[src/rtl/rv32i_mem_loader_pkg.sv]
// Shared opcodes, FSM encoding and address helper for the rv32i program/data loader.
package rv32i_mem_loader_pkg;

   localparam logic [3:0] LDR_OP_LOAD  = 4'hA;
   localparam logic [7:0] LDR_OP_RUN   = 8'hC0;
   localparam logic [7:0] LDR_OP_HALT  = 8'hC1;
   localparam logic [7:0] LDR_OP_CLEAR = 8'hC2;

   typedef enum logic [2:0] {
      ST_CMD,
      ST_ADR0,
      ST_ADR1,
      ST_CNT0,
      ST_CNT1,
      ST_DATA,
      ST_WR,
      ST_CSUM
   } ldr_state_e;

   // Word index wraps at 16 bits before conversion to a byte address.
   function automatic logic [17:0] word_byte_addr(input logic [15:0] base, input logic [15:0] idx);
      logic [15:0] widx;
      widx = base + idx;
      return {widx, 2'b00};
   endfunction

endpackage

[src/rtl/rv32i_mem_loader_if.sv]
// Byte-stream input and BRAM write bus of the loader; master = loader side.
interface rv32i_mem_loader_if #(
   parameter int DATA_WIDTH  = 32,
   parameter int ADDR_WIDTH  = 12,
   parameter int NUM_TARGETS = 2
);
   logic [7:0]              s_dat;
   logic                    s_valid;
   logic                    s_ready;
   logic [ADDR_WIDTH-1:0]   w_addr;
   logic [DATA_WIDTH-1:0]   w_dat;
   logic [NUM_TARGETS-1:0]  w_enb;
   logic [DATA_WIDTH/8-1:0] w_byte_enb;

   modport master (
      input  s_dat, s_valid,
      output s_ready, w_addr, w_dat, w_enb, w_byte_enb
   );

   modport slave (
      output s_dat, s_valid,
      input  s_ready, w_addr, w_dat, w_enb, w_byte_enb
   );
endinterface

[src/rtl/rv32i_mem_loader_word_assembler.sv]
// Packs little-endian stream bytes into words and keeps the running XOR of all data bytes.
module loader_word_assembler #(
   parameter int DATA_WIDTH = 32
) (
   input  logic                  clk,
   input  logic                  rst,
   input  logic                  clr,
   input  logic                  byte_vld,
   input  logic [7:0]            byte_dat,
   output logic [DATA_WIDTH-1:0] word,
   output logic                  word_valid,
   output logic [7:0]            csum
);
   localparam int NB = DATA_WIDTH / 8;
   localparam int IW = (NB > 1) ? $clog2(NB) : 1;

   logic [DATA_WIDTH-1:0] sh_q, sh_d;
   logic [IW-1:0]         idx_q, idx_d;
   logic [7:0]            csum_q, csum_d;

   always_comb begin
      sh_d   = sh_q;
      idx_d  = idx_q;
      csum_d = csum_q;
      if (clr) begin
         sh_d   = '0;
         idx_d  = '0;
         csum_d = '0;
      end else if (byte_vld) begin
         sh_d   = {byte_dat, sh_q[DATA_WIDTH-1:8]};
         csum_d = csum_q ^ byte_dat;
         idx_d  = (idx_q == IW'(NB - 1)) ? '0 : idx_q + IW'(1);
      end
   end

   always_ff @(posedge clk) begin
      if (rst) begin
         sh_q   <= '0;
         idx_q  <= '0;
         csum_q <= '0;
      end else begin
         sh_q   <= sh_d;
         idx_q  <= idx_d;
         csum_q <= csum_d;
      end
   end

   // The completed word includes the byte arriving this cycle.
   assign word       = {byte_dat, sh_q[DATA_WIDTH-1:8]};
   assign word_valid = byte_vld & (idx_q == IW'(NB - 1));
   assign csum       = csum_q;

endmodule

[src/rtl/rv32i_mem_loader.sv]
// Framed byte-stream loader for the rv32i_sc BRAMs; also owns core stall/reset sequencing.
//  state | meaning
//  CMD   | waiting for an opcode byte
//  ADR0  | base word address, low byte
//  ADR1  | base word address, high byte
//  CNT0  | word count, low byte
//  CNT1  | word count, high byte
//  DATA  | collecting bytes of the current word
//  WR    | one-cycle BRAM write, stream stalled
//  CSUM  | checksum byte, then back to CMD
module rv32i_mem_loader
   import rv32i_mem_loader_pkg::*;
#(
   parameter int DATA_WIDTH  = 32,
   parameter int ADDR_WIDTH  = 12,
   parameter int NUM_TARGETS = 2
) (
   input  logic               clk,
   input  logic               rst,
   rv32i_mem_loader_if.master bus,
   output logic               load_busy,
   output logic               load_done,
   output logic               cpu_stall,
   output logic               cpu_rst,
   output logic               err_cmd,
   output logic               err_checksum
);
   localparam int         NB  = DATA_WIDTH / 8;
   localparam logic [4:0] NTG = 5'(NUM_TARGETS);

   ldr_state_e              state_q, state_d;
   logic [15:0]             base_q, base_d, cnt_q, cnt_d, idx_q, idx_d;
   logic [3:0]              tgt_q, tgt_d;
   logic                    s_ready_q, s_ready_d;
   logic [ADDR_WIDTH-1:0]   w_addr_q, w_addr_d;
   logic [DATA_WIDTH-1:0]   w_dat_q, w_dat_d;
   logic [NUM_TARGETS-1:0]  w_enb_q, w_enb_d;
   logic [NB-1:0]           w_byte_enb_q, w_byte_enb_d;
   logic                    load_busy_q, load_busy_d, load_done_q, load_done_d;
   logic                    cpu_stall_q, cpu_stall_d, cpu_rst_q, cpu_rst_d;
   logic                    err_cmd_q, err_cmd_d, err_cs_q, err_cs_d;
   logic                    xfer, asm_clr, asm_vld, asm_word_valid;
   logic [DATA_WIDTH-1:0]   asm_word;
   logic [7:0]              asm_csum;

   assign xfer = bus.s_valid & s_ready_q;

   loader_word_assembler #(.DATA_WIDTH(DATA_WIDTH)) u_asm (
      .clk        (clk),
      .rst        (rst),
      .clr        (asm_clr),
      .byte_vld   (asm_vld),
      .byte_dat   (bus.s_dat),
      .word       (asm_word),
      .word_valid (asm_word_valid),
      .csum       (asm_csum)
   );

   always_comb begin
      state_d     = state_q;
      base_d      = base_q;
      cnt_d       = cnt_q;
      idx_d       = idx_q;
      tgt_d       = tgt_q;
      w_addr_d    = w_addr_q;
      w_dat_d     = w_dat_q;
      w_enb_d     = '0;
      load_done_d = 1'b0;
      cpu_stall_d = cpu_stall_q;
      cpu_rst_d   = cpu_rst_q;
      err_cmd_d   = err_cmd_q;
      err_cs_d    = err_cs_q;
      asm_clr     = 1'b0;
      asm_vld     = xfer && (state_q == ST_DATA);
      case (state_q)
         ST_CMD: if (xfer) begin
            if (bus.s_dat[7:4] == LDR_OP_LOAD) begin
               if ({1'b0, bus.s_dat[3:0]} < NTG) begin
                  tgt_d       = bus.s_dat[3:0];
                  idx_d       = '0;
                  asm_clr     = 1'b1;
                  cpu_stall_d = 1'b1;
                  cpu_rst_d   = 1'b1;
                  state_d     = ST_ADR0;
               end else begin
                  err_cmd_d = 1'b1;
               end
            end else begin
               case (bus.s_dat)
                  LDR_OP_RUN: begin
                     cpu_stall_d = 1'b0;
                     cpu_rst_d   = 1'b0;
                  end
                  LDR_OP_HALT:  cpu_stall_d = 1'b1;
                  LDR_OP_CLEAR: begin
                     err_cmd_d = 1'b0;
                     err_cs_d  = 1'b0;
                  end
                  default:      err_cmd_d = 1'b1;
               endcase
            end
         end
         ST_ADR0: if (xfer) begin
            base_d[7:0] = bus.s_dat;
            state_d     = ST_ADR1;
         end
         ST_ADR1: if (xfer) begin
            base_d[15:8] = bus.s_dat;
            state_d      = ST_CNT0;
         end
         ST_CNT0: if (xfer) begin
            cnt_d[7:0] = bus.s_dat;
            state_d    = ST_CNT1;
         end
         ST_CNT1: if (xfer) begin
            cnt_d[15:8] = bus.s_dat;
            state_d     = ({bus.s_dat, cnt_q[7:0]} == 16'd0) ? ST_CSUM : ST_DATA;
         end
         ST_DATA: if (asm_word_valid) begin
            w_enb_d  = NUM_TARGETS'(1) << tgt_q;
            w_addr_d = ADDR_WIDTH'(word_byte_addr(base_q, idx_q));
            w_dat_d  = asm_word;
            state_d  = ST_WR;
         end
         ST_WR: begin
            idx_d   = idx_q + 16'd1;
            state_d = ((idx_q + 16'd1) == cnt_q) ? ST_CSUM : ST_DATA;
         end
         ST_CSUM: if (xfer) begin
            if (bus.s_dat != asm_csum) err_cs_d = 1'b1;
            load_done_d = 1'b1;
            state_d     = ST_CMD;
         end
         default: state_d = ST_CMD;
      endcase
      s_ready_d    = (state_d != ST_WR);
      load_busy_d  = (state_d != ST_CMD);
      w_byte_enb_d = (w_enb_d != '0) ? '1 : '0;
   end

   always_ff @(posedge clk) begin
      if (rst) begin
         state_q      <= ST_CMD;
         base_q       <= '0;
         cnt_q        <= '0;
         idx_q        <= '0;
         tgt_q        <= '0;
         s_ready_q    <= 1'b0;
         w_addr_q     <= '0;
         w_dat_q      <= '0;
         w_enb_q      <= '0;
         w_byte_enb_q <= '0;
         load_busy_q  <= 1'b0;
         load_done_q  <= 1'b0;
         cpu_stall_q  <= 1'b1;
         cpu_rst_q    <= 1'b1;
         err_cmd_q    <= 1'b0;
         err_cs_q     <= 1'b0;
      end else begin
         state_q      <= state_d;
         base_q       <= base_d;
         cnt_q        <= cnt_d;
         idx_q        <= idx_d;
         tgt_q        <= tgt_d;
         s_ready_q    <= s_ready_d;
         w_addr_q     <= w_addr_d;
         w_dat_q      <= w_dat_d;
         w_enb_q      <= w_enb_d;
         w_byte_enb_q <= w_byte_enb_d;
         load_busy_q  <= load_busy_d;
         load_done_q  <= load_done_d;
         cpu_stall_q  <= cpu_stall_d;
         cpu_rst_q    <= cpu_rst_d;
         err_cmd_q    <= err_cmd_d;
         err_cs_q     <= err_cs_d;
      end
   end

   assign bus.s_ready    = s_ready_q;
   assign bus.w_addr     = w_addr_q;
   assign bus.w_dat      = w_dat_q;
   assign bus.w_enb      = w_enb_q;
   assign bus.w_byte_enb = w_byte_enb_q;
   assign load_busy      = load_busy_q;
   assign load_done      = load_done_q;
   assign cpu_stall      = cpu_stall_q;
   assign cpu_rst        = cpu_rst_q;
   assign err_cmd        = err_cmd_q;
   assign err_checksum   = err_cs_q;

endmodule

[src/flat_wrapper.sv]
// flat-port wrapper written by rule: the top's interface ports become plain ports
module rv32i_mem_loader_flat import rv32i_mem_loader_pkg::*;
#(
   parameter int DATA_WIDTH  = 32,
   parameter int ADDR_WIDTH  = 12,
   parameter int NUM_TARGETS = 2
)
  (clk, rst, load_busy, load_done, cpu_stall, cpu_rst, err_cmd, err_checksum, bus_s_dat, bus_s_valid, bus_s_ready, bus_w_addr, bus_w_dat, bus_w_enb, bus_w_byte_enb);
  rv32i_mem_loader_if #(.DATA_WIDTH(DATA_WIDTH), .ADDR_WIDTH(ADDR_WIDTH), .NUM_TARGETS(NUM_TARGETS)) bus_i ();
  input  logic clk;
  input  logic rst;
  output logic load_busy;
  output logic load_done;
  output logic cpu_stall;
  output logic cpu_rst;
  output logic err_cmd;
  output logic err_checksum;
  input wire logic [$bits(bus_i.s_dat)-1:0] bus_s_dat;
  input wire logic [$bits(bus_i.s_valid)-1:0] bus_s_valid;
  output wire logic [$bits(bus_i.s_ready)-1:0] bus_s_ready;
  output wire logic [$bits(bus_i.w_addr)-1:0] bus_w_addr;
  output wire logic [$bits(bus_i.w_dat)-1:0] bus_w_dat;
  output wire logic [$bits(bus_i.w_enb)-1:0] bus_w_enb;
  output wire logic [$bits(bus_i.w_byte_enb)-1:0] bus_w_byte_enb;
  assign bus_i.s_dat = bus_s_dat;
  assign bus_i.s_valid = bus_s_valid;
  assign bus_s_ready = bus_i.s_ready;
  assign bus_w_addr = bus_i.w_addr;
  assign bus_w_dat = bus_i.w_dat;
  assign bus_w_enb = bus_i.w_enb;
  assign bus_w_byte_enb = bus_i.w_byte_enb;
  rv32i_mem_loader #(.DATA_WIDTH(DATA_WIDTH), .ADDR_WIDTH(ADDR_WIDTH), .NUM_TARGETS(NUM_TARGETS)) u_core (.clk(clk), .rst(rst), .bus(bus_i), .load_busy(load_busy), .load_done(load_done), .cpu_stall(cpu_stall), .cpu_rst(cpu_rst), .err_cmd(err_cmd), .err_checksum(err_checksum));
endmodule
[config.mk]
export PLATFORM = sky130hd
export DESIGN_NAME = rv32i_mem_loader_flat
export DESIGN_NICKNAME = d
export VERILOG_FILES = /design/src/rtl/rv32i_mem_loader_pkg.sv /design/src/rtl/rv32i_mem_loader_if.sv /design/src/rtl/rv32i_mem_loader_word_assembler.sv /design/src/rtl/rv32i_mem_loader.sv /design/src/flat_wrapper.sv
export SDC_FILE = /design/constraint.sdc
export NUM_CORES = 1
export LEC_CHECK = 0
export CORE_AREA = 2 2 127 129
export DETAILED_ROUTE_END_ITERATION = 8
export DIE_AREA = 0 0 129 131
export GPL_ROUTABILITY_DRIVEN = 0
export PLACE_DENSITY = 0.67
export SETUP_SLACK_MARGIN = 0.02
export SLEW_MARGIN = 20
export SYNTH_ARGS = -nofsm -noshare
export SYNTH_HDL_FRONTEND = slang
export SYNTH_SLANG_ARGS = --single-unit
[constraint.sdc]
create_clock -name clk -period 2.2 [get_ports clk]
set_input_delay 0.44 -clock clk [delete_from_list [all_inputs] [get_ports clk]]
set_output_delay 0.44 -clock clk [all_outputs]
set_load 0.02 [all_outputs]
=== Word level (Yosys, flattened, before mapping) ===
Cells that the tools add are included.

* Register bits: 146
* Input port bits: 11
* Word-level logic and storage cells: 117

* $add $sub $neg: 3
* Order comparisons: 1
* Equal/unequal tests: 25
* Shift operators: 1
* Multiplexer cells: 39
* Bitwise operators: 4
* Reduce and logical (&&, ||, !) cells: 23

{| class="wikitable"
|+ Operator list
! operator !! count
|-
| two-way mux 16 bit || 3
|-
| case mux 16 bit (2 select lines) || 1
|-
| two-way mux 3 bit || 9
|-
| == test 8 bit, second input constant || 3
|-
| case mux 3 bit (8 select lines) || 1
|-
| AND reduction 4 bit || 5
|-
| adder 16 x 1 -> 16 bit, second input constant || 1
|-
| == test 16 bit || 1
|-
| logical NOT 16 bit || 1
|-
| two-way mux 1 bit || 16
|-
| == test 3 bit, second input constant || 4
|-
| != test 2 x 1 -> 1 bit, second input constant || 6
|-
| adder 10 bit || 1
|-
| two-way mux 2 bit || 5
|-
| AND reduction 2 bit || 5
|-
| != test 2 bit, second input constant || 4
|-
| != test 8 bit || 1
|-
| nonzero test 2 bit || 4
|-
| XOR 8 bit || 1
|-
| == test 3 x 2 -> 1 bit, second input constant || 2
|-
| case mux 1 bit (2 select lines) || 3
|-
| AND reduction 6 bit || 1
|-
| nonzero test 3 bit || 2
|-
| OR reduction 2 bit || 3
|-
| other kinds (12) || 13
|}

=== Depth between registers and ports, before layout ===
Gate-level depths: netlist of run 1.

* Depth in word-level cells: 7
* Mapped depth: 9
* Mapped depth without buffers: 9

=== Hierarchy ===
Synthesis of run 1 repeated with hierarchy kept, for this count alone.

* Cells, all modules: 745
* Area, all modules: 6396.1 um2

{| class="wikitable"
|+ By module, submodules not included
! module !! times used !! cells each !! area an instance (um2) !! seq. area each (um2)
|-
| rv32i_mem_loader || 1 || 614 || 5008.6 || 2021.9
|-
| loader_word_assembler || 1 || 131 || 1387.6 || 680.7
|}

=== Worst setup path before layout of run 1 ===
No wires, ideal clock.

* Kind: reg-to-reg
* Start point: reg u_core.idx_q[1]
* End point: reg u_core.w_addr_q[11] (netlist: u_core.bus.w_addr[11])
* Library setup time: 0.078 ns
* Arrival: 1.959 ns
* Required time: 2.122 ns
* Path slack: 0.164 ns
* Stages on the path, launching flop included: 8
* Period minus slack after synthesis: 2.036 ns
* Cells stage by stage: dfxtp_1 > ha_1 > a211oi_1 > o211ai_1 > a2111oi_0 > o21ai_0 > nor3b_1 > nor3_1

* Word-level cells in the longest chain between the ends: 1

{| class="wikitable"
|+ RTL lines
! what !! RTL line !! source
|-
| start, declared || rv32i_mem_loader.sv:32 || <nowiki>logic [15:0] base_q, base_d, cnt_q, cnt_d, idx_q, idx_d;</nowiki>
|-
| start signal, assigned || rv32i_mem_loader.sv:163 || <nowiki>idx_q <= idx_d;</nowiki>
|-
| adder 10 bit || rv32i_mem_loader_pkg.sv:23 || <nowiki>widx = base + idx;</nowiki>
|-
| end signal, assigned || rv32i_mem_loader.sv:166 || <nowiki>w_addr_q <= w_addr_d;</nowiki>
|-
| end, declared || rv32i_mem_loader.sv:35 || <nowiki>logic [ADDR_WIDTH-1:0] w_addr_q, w_addr_d;</nowiki>
|}

No other way between the ends.
A chain may end at the register's enable or synchronous reset.

=== Worst setup path after layout of run 1 ===
Same ends and word-level chain as after synthesis.

==> results.yml, run 1 <==
global_routing:
  antenna_found_initial: 0
  grt_first_pass_wirelength_um: 24500
  grt_pass1_vias: 4721
  track_usage_pct: 18.5
  grt_max_degree: 96
  grt_overflow: 0
finish:
  drive_gt1_share_pct: 13.0
  final_util_pct: 50.6
  layout.cells.most_common: "nand2_1"
  diodes: 0
  design_area_um2: 7900
  layout.nets: 862
  syn2layout_area_growth_pct: 30.5
  fin_cells: 1068
  final_cell_mix: "nand2_1, dfxtp_1, a21oi_1"
setup_path:
  r2r-end: "u_core.bus.w_addr[11]"
  arrival_ns: 2.45
  crit_slowest_cell: "dfxtp_2"
  rrSetupSlack_ns: 0.09
  crit_required_ns: 2.54
  worstReg2RegStart: "u_core.idx_q[1]"
  path_cells: "ha_1 > a211oi_2 > o211ai_1 > a2111oi_2 > buf_4 > o21ai_0 > nor3b_1 > nor3_1"
  path_class: "flop to flop"
  endpoint_kind: "flop"
  start_kind: "flop"
  reg2regPathDepth: 8
  critPathMaxStageDelay_ns: 0.35
  critPathMaxFanout: 4
sta:
  hold_viol_final: 0
  rsz0062_at_grt: "true"
  tns_ns: 0
  final_max_slew_viol_count: 0
  min_period_over_period_pct: 96.0
  setup_violations: 0
  min_period_ns: 2.11
  max_freq_mhz: 473
  final.setup_skew_ns: 0.00913
min_path:
  holdPathEnd: "u_core.tgt_q[1]"
  whs_path_depth: 2
  hp-class: "flop to flop"
  worstHoldStart: "u_core.tgt_q[1]"
placement:
  port_buffers: 65
  placed_cell_area_um2: 7220
  dp_hpwl_um: 10600
  dp_cells: 1034
pwr:
  power.leakage_uw: 0.00293
  p_comb_share_pct: 2.8
  power.switching_uw: 1260
  power.internal_uw: 4320
  swShare_pct: 22.5
  seqPwrFrac_pct: 44.0
  clockPowerShare_pct: 53.3
  p_per_area_nw_per_um2: 705
  ir_drop_v: 0.000647
cts:
  cts_max_level: 4
  numCtsBuffers: 17
  cts_max_path_buffers: 2
  tritoncts: "yes"
  cts_root_buf: "clkbuf_16"
  clk_latency_ns: 0.42
  path_clk_slew_ns: 0.06
  cts.sinks: 135
  cts_hold_buf: 0
synthesis:
  synth_cells: 749
  yosys_warnings: 0
  synth_area_um2: 6050
  ys_types: 57
  synth_enable_flop_cells: 0
  post_synth.cell_area_avg_um2: 8.08
  synth-main-ff-cell: "dfxtp_1"
  async_flop_share_pct: 0
  synth_seq_cells: 135
  ys_seq_area_share_pct: 44.6
floorplan:
  dieHeight_um: 131
  core_um2: 15600
  die_w_um: 129
  start_util_pct: 38.8
  ioPinCount: 68
  fp-row-count: 46
  die-area_um2: 16900
routing:
  drc: 0
  wirelength_um: 15700
  drt_iter0_drc: 418
  wire_per_inst_um: 14.7
  viasPerCell: 5.04
  drt_first_pass_iters: 5
  vias: 5386
  drtAntennaViolNets: 0
run_status:
  status: "complete, no violations"
flow_run:
  drv_cap: 0
-- how the worst max path moves through the flow --
stage	start	endpoint	depth (start not counted)
2_1_floorplan	u_core.idx_q[1]	u_core.bus.w_addr[11]	7
3_3_place_gp	bus_s_dat[6]	u_core.load_busy	7
3_5_place_dp	bus_s_dat[6]	u_core.load_busy	7
4_1_cts	u_core.idx_q[1]	u_core.bus.w_addr[11]	8
5_1_grt	u_core.idx_q[1]	u_core.bus.w_addr[11]	8
6_report	u_core.idx_q[1]	u_core.bus.w_addr[11]	8
-- cells in the mapped netlist (4+ instances only) --
cell	n	share of area [%]
nand2_1	157	9.7
dfxtp_1	135	45
a21oi_1	95	7.9
nor2_1	67	4.2
clkbuf_1	33	2.0
xnor2_1	24	3.5
nand3_1	22	1.8
o21ai_0	21	1.7
mux2i_1	19	3.1
xor2_1	19	2.7
inv_1	13	0.81
and3_1	12	1.2
buf_2	12	0.99
nor3_1	12	0.99
ha_1	11	2.3
buf_4	8	0.99
nor4_1	8	0.83
and2_1	6	0.62
a31oi_1	5	0.52
nand2b_1	5	0.52
nand4_1	5	0.52
a211oi_1	4	0.50
a21o_1	4	0.50
nor2b_1	4	0.41
-- cell type report --
cell class	count	area, um2
fillers	1456	7700
clock inverters	14	189
inverters	13	48.8
well taps	216	270
flip-flops and latches	135	2710
multi-input cells	548	3100
clock buffers	18	429
repair buffers	124	1150
-- power groups by stage --
stage / logic (uW) / clock network, uW / registers (uW)
global placement: 154 / 0 / 2500
floorplan: 78.8 / 0 / 2510
detailed placement: 153 / 0 / 2500
global route: 164 / 3130 / 2450
CTS: 154 / 3010 / 2450
finish: 155 / 2970 / 2450
-- per-stage QoR --
stage               hold slack (ns)  setup slack [ns]  power, uW
floorplan                     0.404             0.164       2580
global placement              0.417            -0.207       2660
detailed placement            0.420            -0.200       2660
CTS                           0.430            0.0334       5610
global route                  0.448           -0.0457       5740
finish                        0.429            0.0872       5570
-- sequential cells by signal, indices dropped and copies added, names as in the netlist, 2 cells and up --
name,flops
u_core.bus.w_addr,10
u_core.bus.w_dat,32
u_core.u_asm.sh_q,24
u_core.idx_q,16
u_core.cnt_q,16
u_core.bus.w_enb,2
u_core.tgt_q,4
u_core.u_asm.csum,8
u_core.base_q,10
u_core.u_asm.idx_q,2
u_core.state_q,3
-- timing repair --
action                                  4_1_cts  5_1_grt
pin swaps                                     1        4
setup buffers                                 2        0
gates resized for setup                       4       10
endpoints found under the setup margin        3        3
gates cloned                                  0        0
-- worst max-delay path, delay by kind of cell, from the launching register on --
| kind | cells | cell delay (ns) |
|---|---|---|
| DFF | 1 | 0.35 |
| and+or+nand+nor | 2 | 0.31 |
| buffers and inverters | 1 | 0.17 |
| adders and majority gates | 1 | 0.33 |
| AOI/OAI and AO/OA | 4 | 0.88 |
-- routing by layer --
layer  vias up  global-route usage [%]  wire, um  part of all wire [%]
met5         -                       0         0                     0
met4         0                    4.41       151                  0.96
met3        15                    5.17      1010                   6.4
met2       155                    27.1      6880                    44
met1      2501                    27.0      7610                    49
li1       2715                       -         -                     -
-- cells by family (layout without fill, tap and decap cells) --
group,count (synthesis),count (layout),share of synthesized area [%]
simple gates,317,317,23.6
compound gates,155,155,14.9
flops,135,135,44.6
buf+inv,67,169,4.90
xor+xnor,43,43,6.22
mux,19,19,3.14
fa+ha+maj,12,12,2.60
other cells,1,2,0.0619
(Power assumes the default switching activity.)
==> run 2, diff against run 1 <==
Settings changed: SKIP_CTS_REPAIR_TIMING from default to 1.
==> run 2 against run 1 <==
Compared with the run above:
- register-to-register slack improved by 0.02 ns
- non-clock buffer count down 2
- sequential power is essentially flat
- cell area barely moved
- first-iteration DRC count up 6.5%
- worst setup slack gained 0.023 ns
- die area stayed put
- flip-flop and latch count is the same
- via count is 0.13% higher
- maximum frequency is 1.1% higher
- cell count is 0.19% lower
==> results.yml, run 2 (synthesized netlist as in run 1, its figures left out) <==
min_path:
  hp-class: "flop to flop"
finish:
  drive_gt1_share_pct: 12.8
  layout.cells.most_common: "nand2_1"
  n_fill_cell: 1451
  largest_reg_flops: 32
  regArea_um2: 2710
  final_cell_mix: "nand2_1, dfxtp_1, a21oi_1"
  multiInputGateArea_um2: 3110
  fin_cells: 1066
  syn2layout_area_growth_pct: 30.4
  design_area_um2: 7900
  layout.nets: 860
  final_util_pct: 50.6
  diodes: 0
placement:
  dp_cells: 1034
  placed_cell_area_um2: 7220
  port_buffers: 65
  dp_hpwl_um: 10600
setup_path:
  start_kind: "flop"
  critPathMaxFanout: 4
  path_class: "flop to flop"
  arrival_ns: 2.43
  crit_required_ns: 2.54
  endpoint_kind: "flop"
sta:
  min_period_ns: 2.09
  final.setup_skew_ns: 0.00821
  setup_violations: 0
  final_max_slew_viol_count: 0
  max_freq_mhz: 478
  rsz0062_at_grt: "true"
  min_period_over_period_pct: 95.0
  hold_viol_final: 0
cts:
  cts_max_level: 4
  clk_latency_ns: 0.42
  cts.sinks: 135
  cts_root_buf: "clkbuf_16"
  numCtsBuffers: 17
  path_clk_slew_ns: 0.06
  tritoncts: "yes"
  cts_max_path_buffers: 2
floorplan:
  ioPinCount: 68
  die-area_um2: 16900
  fp-row-count: 46
  core_um2: 15600
  start_util_pct: 38.8
  dieHeight_um: 131
  die_w_um: 129
routing:
  viasPerCell: 5.06
  drc: 0
  drt_iter0_drc: 445
  wirelength_um: 15600
  drtAntennaViolNets: 0
  wire_per_inst_um: 14.6
  vias: 5393
  drt_first_pass_iters: 5
global_routing:
  grt_pass1_vias: 4711
  grt_first_pass_wirelength_um: 24500
  grt_max_degree: 96
  grt_overflow: 0
  antenna_found_initial: 0
  track_usage_pct: 18.5
pwr:
  p_per_area_nw_per_um2: 705
  finalPower_uw: 5570
  power.leakage_uw: 0.00292
  ir_drop_v: 0.000645
flow_run:
  drv_cap: 0
run_status:
  status: "complete, no violations"
==> run 2: cell types whose count changed in the layout (fill, tap and decap cells not counted) <==
cell | previous run | this run
ha_2 | 1 | 0
buf_4 | 54 | 52
ha_4 | 1 | 2
==> run 2: cell type report <==
cell class	count	area share [%]
Multi-Input combinational cell	548	39.4
Tap cell	216	3.42
Timing Repair Buffer	122	14.4
Inverter	13	0.618
Clock inverter	14	2.39
Sequential cell	135	34.3
Clock buffer	18	5.44
==> run 2: metrics by stage <==
stage                     hold slack (ns)   TNS, ns  setup slack (ns)
final                               0.428         0             0.110
after global routing                0.448   -0.0385           -0.0385
after CTS                           0.430  -0.00164          -0.00164
after detailed placement            0.420     -1.83            -0.200
after global placement              0.417     -1.45            -0.207
after floorplan                     0.404         0             0.164
==> run 2: power by group <==
part | internal (uW) | switching (uW) | total (uW)
clock network | 1820 | 1150 | 2960
registers | 2450 | 3.84 | 2450
logic | 54.5 | 101 | 155
total | 4320 | 1250 | 5570
==> run 2: critical path, stage by stage (launching register included) <==
cell       delay (ns)
dfxtp_2          0.35
ha_1             0.33
a211oi_2         0.27
o211ai_1         0.19
a2111oi_2        0.33
buf_4            0.17
o21ai_0          0.07
nor3b_1          0.15
nor3_1           0.16
==> run 2: worst paths after layout <==
kind / to / slack, ns / cells after the start / from
worst max register to register: u_core.bus.w_addr[11] / 0.11 / 8 / u_core.idx_q[1]
worst min register to register: u_core.tgt_q[1] / 0.43 / 2 / u_core.tgt_q[1]
worst min-delay path: u_core.tgt_q[1] / 0.43 / 2 / u_core.tgt_q[1]
worst max-delay path: u_core.bus.w_addr[11] / 0.11 / 8 / u_core.idx_q[1]
==> run 2: per-layer routing <==
metal  part of all wire (%)  up-vias  track usage (%)
li1                       -     2711                -
met1                     49     2525             27.0
met3                    6.4       15             5.17
met2                     44      142             27.0
met5                      0        -                0
met4                    1.0        0             4.41
